<file path="config.mk">
export PLATFORM = sky130hd
export DESIGN_NAME = uart_tx_queue
export DESIGN_NICKNAME = d
export VERILOG_FILES = /design/src/rtl/uart_tx_queue.sv
export SDC_FILE = /design/constraint.sdc
export NUM_CORES = 1
export LEC_CHECK = 0
export CORE_UTILIZATION = 50
export CTS_CLUSTER_DIAMETER = 40
export CTS_CLUSTER_SIZE = 25
export DETAILED_ROUTE_END_ITERATION = 7
export PLACE_DENSITY = 0.65
export RECOVER_POWER = 100
export REMOVE_ABC_BUFFERS = 1
export SETUP_SLACK_MARGIN = 0.15
export SLEW_MARGIN = 15
export SYNTH_ARGS = -nofsm -noshare
export SYNTH_HDL_FRONTEND = slang
export SYNTH_SLANG_ARGS = --single-unit
</file>
<file path="constraint.sdc">
create_clock -name clk -period 3.47 [get_ports clk]
set_input_delay 0.8675 -clock clk [delete_from_list [all_inputs] [get_ports clk]]
set_output_delay 0.8675 -clock clk [all_outputs]
set_load 0.01 [all_outputs]
</file>
<file path="src/rtl/uart_tx_queue.sv">
// Transmit FIFO and request sequencer feeding the uart_tx serializer.
// Optional saturating dropped-write counter: define UART_TX_QUEUE_DROP_CNT_EN.
module uart_tx_queue #(
  parameter int unsigned DATA_BITS = 8,
  parameter int unsigned DEPTH     = 16
) (
  input  logic                      clk,
  input  logic                      reset_n,
  input  logic                      wr_valid,
  input  logic [DATA_BITS-1:0]      wr_data,
  output logic                      wr_ready,
  output logic [$clog2(DEPTH):0]    level,
  output logic                      overflow,
  input  logic                      clr_overflow,
  output logic                      send_request,
  output logic [DATA_BITS-1:0]      tx_data,
  input  logic                      tx_busy,
  input  logic                      tx_done,
`ifdef UART_TX_QUEUE_DROP_CNT_EN
  output logic [7:0]                drop_count,
`endif
  output logic                      queue_idle
);

  localparam int unsigned ADDR_W = $clog2(DEPTH);
  localparam int unsigned LVL_W  = ADDR_W + 1;

  typedef enum logic [1:0] {
    IDLE      = 2'd0,
    REQ       = 2'd1,
    WAIT_DONE = 2'd2
  } state_t;

  state_t               state;
  state_t               state_next;
  logic                 send_next;
  logic                 pop;
  logic                 wr_en;
  logic                 drop;
  logic [ADDR_W-1:0]    wr_ptr;
  logic [ADDR_W-1:0]    rd_ptr;
  logic [DATA_BITS-1:0] mem [DEPTH];

  // Full is judged on the registered level, so a same-cycle pop never frees a slot.
  assign wr_ready   = (level != LVL_W'(DEPTH));
  assign wr_en      = wr_valid && wr_ready;
  assign drop       = wr_valid && !wr_ready;
  assign queue_idle = (level == '0) && (state == IDLE) && !tx_busy;

  // Controller next-state; the pop happens on the way into REQ.
  always_comb begin
    state_next = state;
    send_next  = send_request;
    pop        = 1'b0;
    case (state)
      IDLE: begin
        if (level != '0) begin
          pop        = 1'b1;
          send_next  = 1'b1;
          state_next = REQ;
        end
      end
      REQ: begin
        if (tx_busy) begin
          send_next  = 1'b0;
          state_next = WAIT_DONE;
        end
      end
      WAIT_DONE: begin
        if (tx_done) state_next = IDLE;
      end
      default: begin
        send_next  = 1'b0;
        state_next = IDLE;
      end
    endcase
  end

  always_ff @(posedge clk or negedge reset_n) begin
    if (!reset_n) state <= IDLE;
    else          state <= state_next;
  end

  // Storage is deliberately left unreset.
  always_ff @(posedge clk) begin
    if (wr_en) mem[wr_ptr] <= wr_data;
  end

  always_ff @(posedge clk or negedge reset_n) begin
    if (!reset_n) begin
      wr_ptr       <= '0;
      rd_ptr       <= '0;
      level        <= '0;
      send_request <= 1'b0;
      tx_data      <= '0;
      overflow     <= 1'b0;
    end else begin
      if (wr_en) wr_ptr <= wr_ptr + ADDR_W'(1);
      if (pop) begin
        rd_ptr  <= rd_ptr + ADDR_W'(1);
        tx_data <= mem[rd_ptr];
      end
      case ({wr_en, pop})
        2'b10:   level <= level + LVL_W'(1);
        2'b01:   level <= level - LVL_W'(1);
        default: level <= level;
      endcase
      send_request <= send_next;
      if (drop)              overflow <= 1'b1;
      else if (clr_overflow) overflow <= 1'b0;
    end
  end

`ifdef UART_TX_QUEUE_DROP_CNT_EN
  // A drop in the clearing cycle restarts the count at one.
  always_ff @(posedge clk or negedge reset_n) begin
    if (!reset_n) begin
      drop_count <= 8'd0;
    end else if (drop) begin
      if (clr_overflow)              drop_count <= 8'd1;
      else if (drop_count != 8'hFF)  drop_count <= drop_count + 8'd1;
    end else if (clr_overflow) begin
      drop_count <= 8'd0;
    end
  end
`endif

endmodule

</file>
* After elaboration in Yosys (flattened, before gate mapping) *
Memory sizes are Yosys's and may differ from the RTL's. A register that Yosys moved wholly into a read port is not among the register bits.
Index checks and enable logic that the tools add are counted.

operators by class
  add/sub/neg operators = 4
  eq/ne operators = 8
  muxes and demuxes = 14
  reductions and logical operators = 14
  bitwise gates (word level) = 1

operator list
  cell                                                   number
  one-hot mux 5 bit (2 select lines)                     1
  adder 4 x 1 -> 4 bit, second input constant            2
  two-way mux 1 bit                                      8
  two-way mux 2 bit                                      3
  one-hot mux 2 bit (3 select lines)                     1
  AND reduction 3 bit                                    2
  adder 5 x 1 -> 5 bit, second input constant            1
  zero test 5 bit                                        1
  inequality test 5 bit, second input constant           1
  nonzero test 5 bit                                     1
  subtractor 5 x 1 -> 5 bit, second input constant       1
  == test 2 x 1 -> 1 bit, second input constant          2
  == test 2 bit, second input constant                   2
  logical AND 1 bit                                      4
  inequality test 2 bit, second input constant           2
  nonzero test 2 bit                                     2
  zero test 1 bit                                        3
  one-hot mux 1 bit (3 select lines)                     1
  zero test 2 bit                                        1
  inequality test 2 x 1 -> 1 bit, second input constant  1
  inverter 1 bit                                         1

word-level totals
  register bits after elaboration = 17
  input bits = 14
  RAM bits = 128
  output and inout port bits = 17
  memories kept = 1
  logic and storage cells = 48

memory list
  memory  depth  bits a word  read ports  clocked after memory_dff  wr ports  line  text
  mem     16     8            1           1                         1         42    logic [DATA_BITS-1:0] mem [DEPTH];

* Depth between registers and ports, before layout *
Gate-level depths: netlist (run 1).

  word-level depth = 5
  mapped depth = 12

* Least setup slack after synthesis (run 1) *
OpenSTA, ideal clock, no wires.

  kind = input -> register
  start = in wr_valid
  end = reg level[4]
  stages = 10
  path buffers = 1
  path slack = 0.823 ns
  data arrival time = 2.567 ns
  cell sequence = a21boi_2 > inv_1 > ha_1 > clkbuf_1 > xor2_1 > ha_1 > nand2b_1 > a21oi_1 > nor4_1 > xnor2_1

between the ends
  word-level cells in the longest chain between the ends = 3
  elaborated cells on any way between the ends = 5

ends and longest elaborated chain
  element                                                                   line  text
  start: declaration                                                        9     input logic wr_valid,
  logical AND 1 bit *                                                       46    assign wr_en = wr_valid && wr_ready;
  == test 2 x 1 -> 1 bit or == test 2 bit (tied branches)                   103   case ({wr_en, pop})
  one-hot mux 5 bit (2 select lines) or nonzero test 2 bit (tied branches)  -
  end signal: assignment                                                    104   2'b10: level <= level + LVL_W'(1);
  end signal: assignment                                                    105   2'b01: level <= level - LVL_W'(1);
  end signal: assignment                                                    106   default: level <= level;
  end: declaration                                                          12    output logic [$clog2(DEPTH):0] level,

Every way passes the cells marked *; elsewhere a longest branch is shown, timed or not.
A chain may end at the register's enable or synchronous reset.

* Final worst setup path (run 1) *
  start = reg level[2]
  end = out queue_idle

between the ends
  word-level cells in the longest chain between the ends = 3

ends and longest elaborated chain
  element                         line  text
  zero test 5 bit                 48    assign queue_idle = (level == '0) && (state == IDLE) && !tx_busy;
  logical AND 1 bit (2 in a row)  48
  end: declaration                22    output logic queue_idle

No other way between the ends.

==> results of run 1 <==
-- flip-flops by register name, summed over array words and instances, names as in the netlist --
register / count
level: 5
mem: 128
overflow: 1
rd_ptr: 4
send_request: 1
state: 2
tx_data: 8
wr_ptr: 4
-- worst max-delay path by stage --
stage,endpoint,slack [ns],start
3_5_place_dp,level[4],0.44,wr_valid
4_1_cts,queue_idle,0.30,level[2]
3_3_place_gp,queue_idle,0.48,tx_busy
5_1_grt,level[4],0.17,level[2]
2_1_floorplan,level[4],0.89,wr_valid
6_report,queue_idle,0.34,level[2]
-- Yosys cell counts (all sizes together), types with 2 or more instances --
master	count	area (um2)
a211o	2	26.3
a211oi	2	15.0
a21oi	4	20.0
buf	14	126
clkbuf	3	12.5
dfrtp	25	626
edfxtp	128	3840
ha	8	100
inv	6	25.0
mux2i	16	160
mux4	32	822
nand2	25	98.8
nand2b	5	33.8
nand3	2	10.0
nand4	2	12.5
nor2	17	63.8
nor3	6	30.0
nor4	3	33.8
o21ai	5	25.0
o221ai	8	120
xnor2	7	61.3
xor2	4	35.0
-- kinds of logic after synthesis --
| logic type | synth area share [%] |
|---|---|
| adder cells (fa/ha/maj) | 1.58 |
| AND/OR/NAND/NOR | 4.68 |
| AO/OA/AOI/OAI | 3.44 |
| buffers and inverters | 2.59 |
| XOR/XNOR | 1.52 |
| multiplexers | 15.7 |
| flip-flops | 70.5 |
-- tightest hold or removal path: cells and delay by family, from the launching register on --
family	cells	cell delay [ns]
compound gates	1	0.06
flops	1	0.34
simple gates	1	0.05
-- routing by layer --
layer	track usage, %	vias up	wire (um)
met1	27.0	1594	5310
met5	0	-	0
met3	6.62	10	539
li1	-	1430	-
met2	31.4	81	5780
met4	7.45	0	124
-- stage by stage --
stage	util [%]	setup WS [ns]	hold slack, ns	area, um2	power [mW]
floorplan	-	0.888	0.513	6200	3.76
global placement	56.7	0.483	0.470	6890	4.39
detailed placement	56.7	0.439	0.477	6890	4.45
CTS	61.2	0.301	0.490	7440	6.17
global route	60.2	0.165	0.500	7330	6.30
finish	60.2	0.341	0.485	7330	5.97
-- power by group through the flow --
| stage | registers [mW] | logic (mW) | clock network, mW |
|---|---|---|---|
| after floorplan | 2.67 | 1.09 | 0 |
| after global placement | 2.66 | 1.74 | 0 |
| after detailed placement | 2.67 | 1.78 | 0 |
| after CTS | 2.64 | 1.78 | 1.74 |
| after global routing | 2.67 | 1.81 | 1.83 |
| final | 2.63 | 1.64 | 1.70 |
-- final cells by class --
type / count / area (um2) / area share, %
clock inverter: 10 / 76.3 / 1.04
timing repair buffer: 54 / 402 / 5.48
tap: 168 / 210 / 2.87
inverter: 6 / 25.0 / 0.342
sequential: 153 / 4470 / 61.0
multi-input combinational: 152 / 1670 / 22.8
clock buffer: 22 / 474 / 6.47
==> results_dict.tcl, run 1 <==
set metrics [dict create \
    status "completed" \
    h-tree-depth 4 \
    row_count 40 \
    syn-cell-area_um2 6340 \
    path_cells "nor4_4, nand2_1, nor4_1, dlygate4sd3_1" \
    gp_congestion 0.758 \
    drt_iter0_markers 254 \
    io_pins 31 \
    reg2reg_to "level[4]" \
    clk_latency_ns 0.42 \
    ff2ff_setup_slack_ns 0.41 \
    fillers 945 \
    ys_seq_area_share_pct 70.5 \
    cts_setup_buffers 0 \
    synth-main-ff-cell "edfxtp_1" \
    vias_per_cell 5.51 \
    whs_endpoint "tx_data[1]" \
    grt_usage_pct 20.3 \
    grt_pass1_vias 3211 \
    avgSynthCellArea_um2 19.3 \
    cts_tree "done" \
    synth-seq-cells 153 \
    cts_resized 0 \
    antenna_found_initial 0 \
    maxCapViolations 0 \
    crit_type "reg -> out" \
    wirelength_um 11800 \
    crit_buf_inv 1 \
    area_delta_synth_final_pct 15.6 \
    tns_ns 0 \
    cts_hold_buf 0 \
    clock_path_buffers 2 \
    cts_root_buf "clkbuf_16" \
    via_count 3115 \
    rsz0062_at_grt "no" \
    fin_cells 565 \
    worst_pin_slew_ns 1.11 \
    path_max_fanout 8 \
    final_layout_size_suffix_gt1_share_pct 11.8 \
    dieArea_um2 13100 \
    grt_overflow 0 \
    wire_per_inst_um 20.8 \
    path_delay_family "simple AND/OR/NAND/NOR gates" \
    ir_drop_v 0.000461 \
    final_cell_mix "edfxtp_1, dlygate4sd3_1, mux4_1" \
    seq_power_share_pct 44.0 \
    critPathRequiredTime_ns 2.60 \
    min_path_cells 2 \
    power_frac_comb_pct 27.5 \
    antenna_left 0 \
    cp_slowest_stage_delay_ns 0.63 \
    p_int_mw 4.15 \
    powerDensity_nw_per_um2 815 \
    num_antenna_cells 0 \
    clkTransAtPathRegs_ns 0.06 \
    cp.arrival_ns 2.26 \
    synth_edf_count 128 \
    fp.dieH_um 115 \
    start_util_pct 52.1 \
    switching_power_mw 1.82 \
    drt-pass1-iter-count 5 \
    p_leak_nw 2.57 \
    final_common_cell "edfxtp_1" \
    startpoint_type "flip-flop" \
    cts_made_buffers 17 \
    fin_crit_sh_pct 90.2 \
    synth_cell_types 37 \
    skew_ns 0.00910 \
    grt_pass1_wl_um 18200 \
    r2r_cells 10 \
    hp-start "tx_data[1]" \
    fin_nets 406 \
    drc 0 \
    hold_viol_final 0 \
    place_hpwl_um 7640 \
    clockPowerShare_pct 28.5 \
    grt_max_degree 20 \
    path_depth 4 \
    numPortBuffers 30 \
    coreArea_um2 12200 \
    synthCells 328 \
    max_freq_ghz 0.320 \
    sw_frac_of_total_pct 30.5 \
    fp.dieW_um 115 \
    yosysWarningCount 0 \
    end_kind "output port" \
    synthArstFlopShare_pct 16.3 \
    clock-sinks 153 \
    hp-class "reg -> reg" \
    place_inst 533 \
    finalSetupViolCount 0 \
    fin_crit_ns 3.13 \
    slowest_stage "dlygate4sd3_1" \
    slew_viol_final 0 \
    slew_headroom_pct 26.3 \
    timing.rr.start "level[2]" \
]
Power figures use the tool's default switching activity.
==> run 2, diff against run 1 <==
- ABC_CLOCK_PERIOD_IN_PS: default -> 3470
==> results of run 2 <==
Same layout as run 1: the final DEF is identical, and so are final timing and power.
